## src/rtl/vga_timing_gen.sv

```systemverilog
// vga_timing_gen: raster timing source for a VGA output.
// Produces the pixel/line counters consumed by the scene renderer. The renderer
// hands back a registered pixel, and this block delays sync and blanking so that
// hsync, vsync, blank and rgb_out all line up with that pixel. The colour is
// forced to zero outside the visible area.

module vga_timing_gen #(
  parameter int H_ACTIVE = 640,
  parameter int H_FP     = 16,
  parameter int H_SYNC   = 96,
  parameter int H_BP     = 48,
  parameter int V_ACTIVE = 480,
  parameter int V_FP     = 10,
  parameter int V_SYNC   = 2,
  parameter int V_BP     = 33,
  parameter int CLK_DIV  = 2,
  parameter int PIX_LAT  = 1
) (
  input  logic       clk,
  input  logic       rst_n,
  output logic [9:0] hcount,
  output logic [9:0] vcount,
  input  logic [7:0] pixel_in,
  output logic       hsync,
  output logic       vsync,
  output logic       blank,
  output logic [7:0] rgb_out,
  output logic       frame_start
);

  localparam int H_TOTAL = H_ACTIVE + H_FP + H_SYNC + H_BP;
  localparam int V_TOTAL = V_ACTIVE + V_FP + V_SYNC + V_BP;

  // Last counter values before wrapping (both totals are at most 1024).
  localparam logic [9:0] H_LAST = 10'(H_TOTAL - 1);
  localparam logic [9:0] V_LAST = 10'(V_TOTAL - 1);

  // Decode thresholds are 11 bits wide so a sync pulse ending exactly at 1024
  // (zero back porch on a 1024-wide raster) still compares correctly.
  localparam logic [10:0] H_VIS_END  = 11'(H_ACTIVE);
  localparam logic [10:0] H_SYNC_BEG = 11'(H_ACTIVE + H_FP);
  localparam logic [10:0] H_SYNC_END = 11'(H_ACTIVE + H_FP + H_SYNC);
  localparam logic [10:0] V_VIS_END  = 11'(V_ACTIVE);
  localparam logic [10:0] V_SYNC_BEG = 11'(V_ACTIVE + V_FP);
  localparam logic [10:0] V_SYNC_END = 11'(V_ACTIVE + V_FP + V_SYNC);

  // Divider width stays at least one bit even when CLK_DIV is 1.
  localparam int DW = (CLK_DIV > 1) ? $clog2(CLK_DIV) : 1;
  localparam logic [DW-1:0] DIV_LAST = DW'(CLK_DIV - 1);

  logic [DW-1:0]      div_cnt;
  logic               pix_en;
  logic               h_wrap;
  logic               v_wrap;
  logic               vis0;
  logic               hs0;
  logic               vs0;
  logic [PIX_LAT-1:0] vis_d;
  logic [PIX_LAT-1:0] hs_d;
  logic [PIX_LAT-1:0] vs_d;
  logic [10:0]        h_ext;
  logic [10:0]        v_ext;

  assign pix_en = (div_cnt == DIV_LAST);
  assign h_wrap = (hcount == H_LAST);
  assign v_wrap = (vcount == V_LAST);
  assign h_ext  = {1'b0, hcount};
  assign v_ext  = {1'b0, vcount};

  // Clock divider: one pixel enable every CLK_DIV clocks.
  always_ff @(posedge clk or negedge rst_n) begin
    if (!rst_n) begin
      div_cnt <= '0;
    end else if (pix_en) begin
      div_cnt <= '0;
    end else begin
      div_cnt <= div_cnt + 1'b1;
    end
  end

  // Raster counters: column advances on each pixel enable, line on column wrap.
  always_ff @(posedge clk or negedge rst_n) begin
    if (!rst_n) begin
      hcount <= '0;
      vcount <= '0;
    end else if (pix_en) begin
      if (h_wrap) begin
        hcount <= '0;
        if (v_wrap) begin
          vcount <= '0;
        end else begin
          vcount <= vcount + 10'd1;
        end
      end else begin
        hcount <= hcount + 10'd1;
      end
    end
  end

  // Frame start marks the first clock at (0,0) after a genuine wrap, never a reset.
  always_ff @(posedge clk or negedge rst_n) begin
    if (!rst_n) begin
      frame_start <= 1'b0;
    end else begin
      frame_start <= pix_en && h_wrap && v_wrap;
    end
  end

  // Stage-0 decode of visibility and both sync pulses from the current counters.
  always_comb begin
    vis0 = 1'b0;
    hs0  = 1'b1;
    vs0  = 1'b1;
    if ((h_ext < H_VIS_END) && (v_ext < V_VIS_END)) begin
      vis0 = 1'b1;
    end
    if ((h_ext >= H_SYNC_BEG) && (h_ext < H_SYNC_END)) begin
      hs0 = 1'b0;
    end
    if ((v_ext >= V_SYNC_BEG) && (v_ext < V_SYNC_END)) begin
      vs0 = 1'b0;
    end
  end

  // Delay line matching the renderer latency; shifts every clock, not per pixel.
  always_ff @(posedge clk or negedge rst_n) begin
    if (!rst_n) begin
      vis_d <= '0;
      hs_d  <= '1;
      vs_d  <= '1;
    end else begin
      vis_d[0] <= vis0;
      hs_d[0]  <= hs0;
      vs_d[0]  <= vs0;
      for (int i = 1; i < PIX_LAT; i++) begin
        vis_d[i] <= vis_d[i-1];
        hs_d[i]  <= hs_d[i-1];
        vs_d[i]  <= vs_d[i-1];
      end
    end
  end

  // Output registers: syncs, blanking and the gated renderer pixel leave together.
  always_ff @(posedge clk or negedge rst_n) begin
    if (!rst_n) begin
      hsync   <= 1'b1;
      vsync   <= 1'b1;
      blank   <= 1'b1;
      rgb_out <= 8'h00;
    end else begin
      hsync   <= hs_d[PIX_LAT-1];
      vsync   <= vs_d[PIX_LAT-1];
      blank   <= ~vis_d[PIX_LAT-1];
      rgb_out <= vis_d[PIX_LAT-1] ? pixel_in : 8'h00;
    end
  end

endmodule
```

## config.mk

```make
export PLATFORM = sky130hd
export DESIGN_NAME = vga_timing_gen
export DESIGN_NICKNAME = d
export VERILOG_FILES = /design/src/rtl/vga_timing_gen.sv
export SDC_FILE = /design/constraint.sdc
export NUM_CORES = 1
export LEC_CHECK = 0
export ABC_AREA = 1
export BUFFER_PORTS_ARGS = -buffer_cell sky130_fd_sc_hd__buf_2
export CAP_MARGIN = 10
export CORE_MARGIN = 4
export CORE_UTILIZATION = 38
export CTS_BUF_LIST = sky130_fd_sc_hd__clkbuf_4 sky130_fd_sc_hd__clkbuf_8 sky130_fd_sc_hd__clkbuf_16
export DETAILED_ROUTE_END_ITERATION = 8
export GPL_ROUTABILITY_DRIVEN = 0
export PLACE_DENSITY = 0.56
export SLEW_MARGIN = 30
export SYNTH_ARGS = -nofsm -noshare
export SYNTH_HDL_FRONTEND = slang
export SYNTH_SLANG_ARGS = --single-unit
```

## constraint.sdc

```tcl
create_clock -name clk -period 1.48 [get_ports clk]
set_input_delay 0.148 -clock clk [delete_from_list [all_inputs] [get_ports clk]]
set_output_delay 0.148 -clock clk [all_outputs]
set_load 0.05 [all_outputs]
```

# Yosys cells after proc, flatten, opt, wreduce, memory -nomap -nowiden
# Cells that the tools add are included.
[word_totals]
ff_bits = 36
[classes]
magnitude_cmp = 6
muxes = 7
reduce_logical = 6
addsub = 3
bitwise = 1
n_eq_ne = 2
[op_table]
columns = ["operator", "count"]
rows = [
  ["10-bit by 1-bit adder with 10-bit output, second input constant", 2],
  ["10-bit equality test, second input constant", 2],
  ["10-bit < comparator, second input constant", 2],
  ["10-bit by 9-bit < comparator with 1-bit output, second input constant", 2],
  ["10-bit 2-to-1 mux", 2],
  ["10-bit >= comparator, second input constant", 1],
  ["10-bit by 9-bit >= comparator with 1-bit output, second input constant", 1],
  ["8-bit 2-to-1 mux", 1],
  ["1-bit logical AND", 5],
  ["1-bit 2-to-1 mux", 4],
  ["2-bit AND reduction", 1],
  ["1-bit adder, second input constant", 1],
  ["1-bit inverter", 1],
]

# Depth between registers and ports, before layout
[depth]
depth_word = 3
depth_mapped = 9

# Worst setup path before layout
# OpenSTA, ideal clock, no wires.
[synth_timing]
kind = "register -> register"
start = "register hcount[1]"
end = "register vcount[6]"
setup_slack_ps = -236
arrival_ps = 1573
setup_time_ps = 144
stages_incl_launch_ff = 9
required_time_ps = 1336
path_cell_list = "dfrtp_1 > ha_1 > nand2_2 > nor2_4 > nand2_4 > nor2_4 > buf_6 > nand2_4 > xnor2_2"
[synth_via]
elab_chain_len = 2
[synth_rtl]
columns = ["item", "line", "source"]
rows = [
  ["from (decl)", "21", "output logic [9:0] hcount,"],
  ["from (signal assigned)", "95", "hcount <= hcount + 10'd1;"],
  ["10-bit equality test", "65", "assign h_wrap = (hcount == H_LAST);"],
  ["2-bit AND reduction (no line)", "-", ""],
  ["to (signal assigned)", "92", "vcount <= vcount + 10'd1;"],
  ["to (decl)", "22", "output logic [9:0] vcount,"],
]
# Every way passes these cells.
# A chain may end at the register's enable or synchronous reset.

# Final worst setup path
[layout_timing]
start = "register hcount[0]"
end = "register vcount[7]"
# The elaborated chain is that of the path after synthesis.

==> results by group <==
Timing
  • # setup viols final: 0
  • Worst-Margin Slew: 457 ps
  • Top achievable clock speed: 709 MHz
  • Max Transition Viols Final: 0
  • Final Hold Viols: 0
  • Final period utilization: 95.3%
  • Relative slew slack: 69.5%
  • Period minus WS final: 1410 ps
  • RSZ-0062 raised after global routing: yes
  • Worst clock skew: 6.35 ps

Route
  • Post-DRT Antenna Nets: 0
  • Detailed-route wire length: 3.55 mm
  • Initial DRC count: 65
  • Vias post-DR: 1417
  • Drt wl/cell: 11.5 um
  • Residual DRC: 0
  • Vias per cell: 4.59
  • Drt first pass iters: 4

Worst setup path
  • CP Capture Type: register
  • Crit Reg-Reg Endpoint: vcount[7]
  • Critical Path Sink: vcount[7]
  • Worst r2r src: hcount[0]
  • Crit path kind: register to register
  • Startpoint type of the worst setup path: register
  • CP required: 1650 ps
  • R2R depth: 8
  • CP Max Fanout: 8
  • CP startpoint: hcount[0]
  • Flop-to-flop setup slack: 70 ps
  • Crit path arrival time: 1580 ps

Yosys
  • Cell Area, Synth: 0.00174 sq mm
  • Synthesized flop and latch total: 36
  • Syn_nets: 213
  • Count of unique library cells instantiated by Yosys: 27
  • Area leader, netlist: dfrtp_1
  • Most frequent cell after synthesis: nand2_1
  • Top cells by count, synth: nand2_1 (41), inv_1 (32), dfrtp_1 (31)
  • Synth Flop Type: dfrtp_1
  • Count of synthesis-stage warnings from yosys: 0
  • Post-synth EDFFs: 0
  • Post-synth ARST share: 100%
  • Synth area leaders: dfrtp_1 (45%), nand2_1 (8.8%), dfstp_2 (7.5%), inv_1 (6.9%), nor2_1 (5.4%)
  • Post-Synthesis Cells: 199
  • Share of the synthesized area in the top cell type: 44.5%
  • Mean Syn Cell Area: 8.75 sq um
  • Post-synthesis sequential area ratio: 52.1%

Die
  • Initial core utilization: 39.7%
  • Die area: 0.00573 sq mm
  • # IOs: 42
  • Die Ht: 75.7 um
  • Core ar.: 0.00438 sq mm
  • Die X: 75.7 um
  • Site Rows: 24

Power and ir drop
  • Leak Pwr: 1.22 nW
  • Power per cell area: 808 mW/mm^2
  • Sequential power share: 55.5%
  • Comb pwr share: 5.2%
  • Clock power share: 39.3%
  • Pwr Total: 1.80 mW
  • Switching portion of total power: 22.7%
  • Internal Power: 1.39 mW
  • IR Drop Worst-Case VDD: 0.355 mV
  • Net Switching: 408 uW

Clocking
  • Max Buffers Root-to-Sink: 2
  • CTS Buf Count: 5
  • Worst-path clk slew: 70 ps
  • Clk_lat worst skew: 280 ps
  • CTS tree: yes
  • Clk sink count: 36
  • Clk root buf: clkbuf_8
  • H-tree depth: 2

Place
  • Post-DP Area: 0.00208 sq mm
  • HPWL Detailed: 2.62 mm
  • Placed cells: 297
  • Number of I/O port buffers: 41

Layout
  • Non-Filler Cell Area, Final: 0.00222 sq mm
  • Layout cells sized above 1: 36.6%
  • Final Instance Count excl. Fillers: 309
  • Final nets: 270
  • Area growth syn-to-layout: 27.7%
  • Multi-input gate area: 704 sq um
  • ANT cells: 0
  • Register area: 920 sq um
  • Layout filler cell count: 429

Global route
  • Global Route Usage Sum: 13.9%
  • Global-route wire length before repair: 6.00 mm
  • Initial antenna violation count: 0
  • Largest net degree at the start of global routing: 37
  • Vias in the first global route: 1276
  • Total gr overflow: 0

Run status
  • Run status: finished clean

Worst hold path
  • Hold Path Class: primary input to register
  • Hold path cells: 3

Job
  • Max-Cap Viols: 0
[area by class of cell]
cell class / count / share of cell area [%]
clock buffers: 6 / 3.71
inverters: 33 / 5.57
clock inverters: 2 / 0.450
repair buffers: 54 / 14.3
multi-input cells: 126 / 31.7
flip-flops and latches: 36 / 41.4
well taps: 52 / 2.93
[power groups by stage]
stage          Clock [mW]  Combinational, mW  Sequential (mW)
2_1_floorplan           0            0.00794             1.06
3_3_place_gp            0             0.0940             1.02
3_5_place_dp            0             0.0949             1.02
4_1_cts             0.733             0.0971            0.997
5_1_grt             0.777              0.104            0.997
6_report            0.706             0.0941            0.997
[per-stage QoR]
stage | TNS [ps] | hold slack [ps] | setup WS [ps] | utilization (%)
global placement | 0 | 216 | 60.7 | 47.4
detailed placement | 0 | 221 | 31.8 | 47.4
finish | 0 | 54.3 | 69.7 | 50.7
floorplan | -70.3 | -148 | -35.6 | -
global route | -12.2 | 40.2 | -12.2 | 50.7
CTS | 0 | 45.9 | 21.6 | 49.7
[sequential cells by signal, summed over array words and instances (netlist names)]
register	count
rgb_out	8
frame_start	1
hsync	1
div_cnt	1
vsync	1
hs_d	1
vis_d	1
vcount	10
vs_d	1
blank	1
hcount	10
[how the worst min path moves through the flow]
stage,startpoint,endpoint,slack (ps)
3_3_place_gp,rst_n,hcount[4],220
4_1_cts,pixel_in[6],rgb_out[6],50
3_5_place_dp,rst_n,hcount[4],220
2_1_floorplan,rst_n,div_cnt,-150
5_1_grt,pixel_in[6],rgb_out[6],40
6_report,pixel_in[6],rgb_out[6],50
[layer usage]
| layer | routed length, um | GRT usage, % | vias to the layer above |
|---|---|---|---|
| met3 | 208 | 4.62 | 5 |
| met4 | 42 | 3.69 | 0 |
| met2 | 1550 | 20.4 | 32 |
| met1 | 1750 | 19.6 | 648 |
| li1 | - | - | 732 |
| met5 | 0 | 0 | - |
[critical path, stage by stage, from the launching register on]
cell     delay [ps]
dfrtp_2         400
ha_4            150
nand2_4          50
nor2_4          140
nand2_4          80
nor2_4          150
buf_12          140
nand2_4          50
xnor2_2         120
[cell usage in the layout (no fill, tap or decap), types with 2 or more instances in the layout]
cell / Yosys / layout
o21ai_0: 8 / 8
xnor2_2: 2 / 2
clkbuf_8: 0 / 6
dfrtp_1: 31 / 21
dfstp_2: 5 / 5
nand3_1: 16 / 16
buf_2: 1 / 41
a21oi_1: 3 / 3
inv_1: 32 / 30
dfrtp_2: 0 / 10
o21ai_2: 3 / 3
nand2_4: 3 / 5
nor2_1: 25 / 24
nand4_1: 3 / 3
xor2_1: 3 / 3
nor3_1: 5 / 5
clkinv_2: 0 / 2
nand2_1: 41 / 41
nor2_4: 2 / 2
inv_2: 1 / 3
buf_4: 0 / 11
ha_1: 4 / 3
[cells by family after synthesis]
kind of cell,share of synthesized area [%]
fa+ha+maj,2.87
flops,52.1
xor+xnor,3.88
compound gates,5.17
simple gates,27.1
buf+inv,8.91
[repair_timing]
action | CTS | global route
hold buffers | 1 | 0
resized for setup | 0 | 4
setup buffers | 0 | 3
hold endpoints to repair | 31 | 0
endpoints found under the setup margin | 0 | 15
No activity file was read; power rests on OpenSTA's default activity.
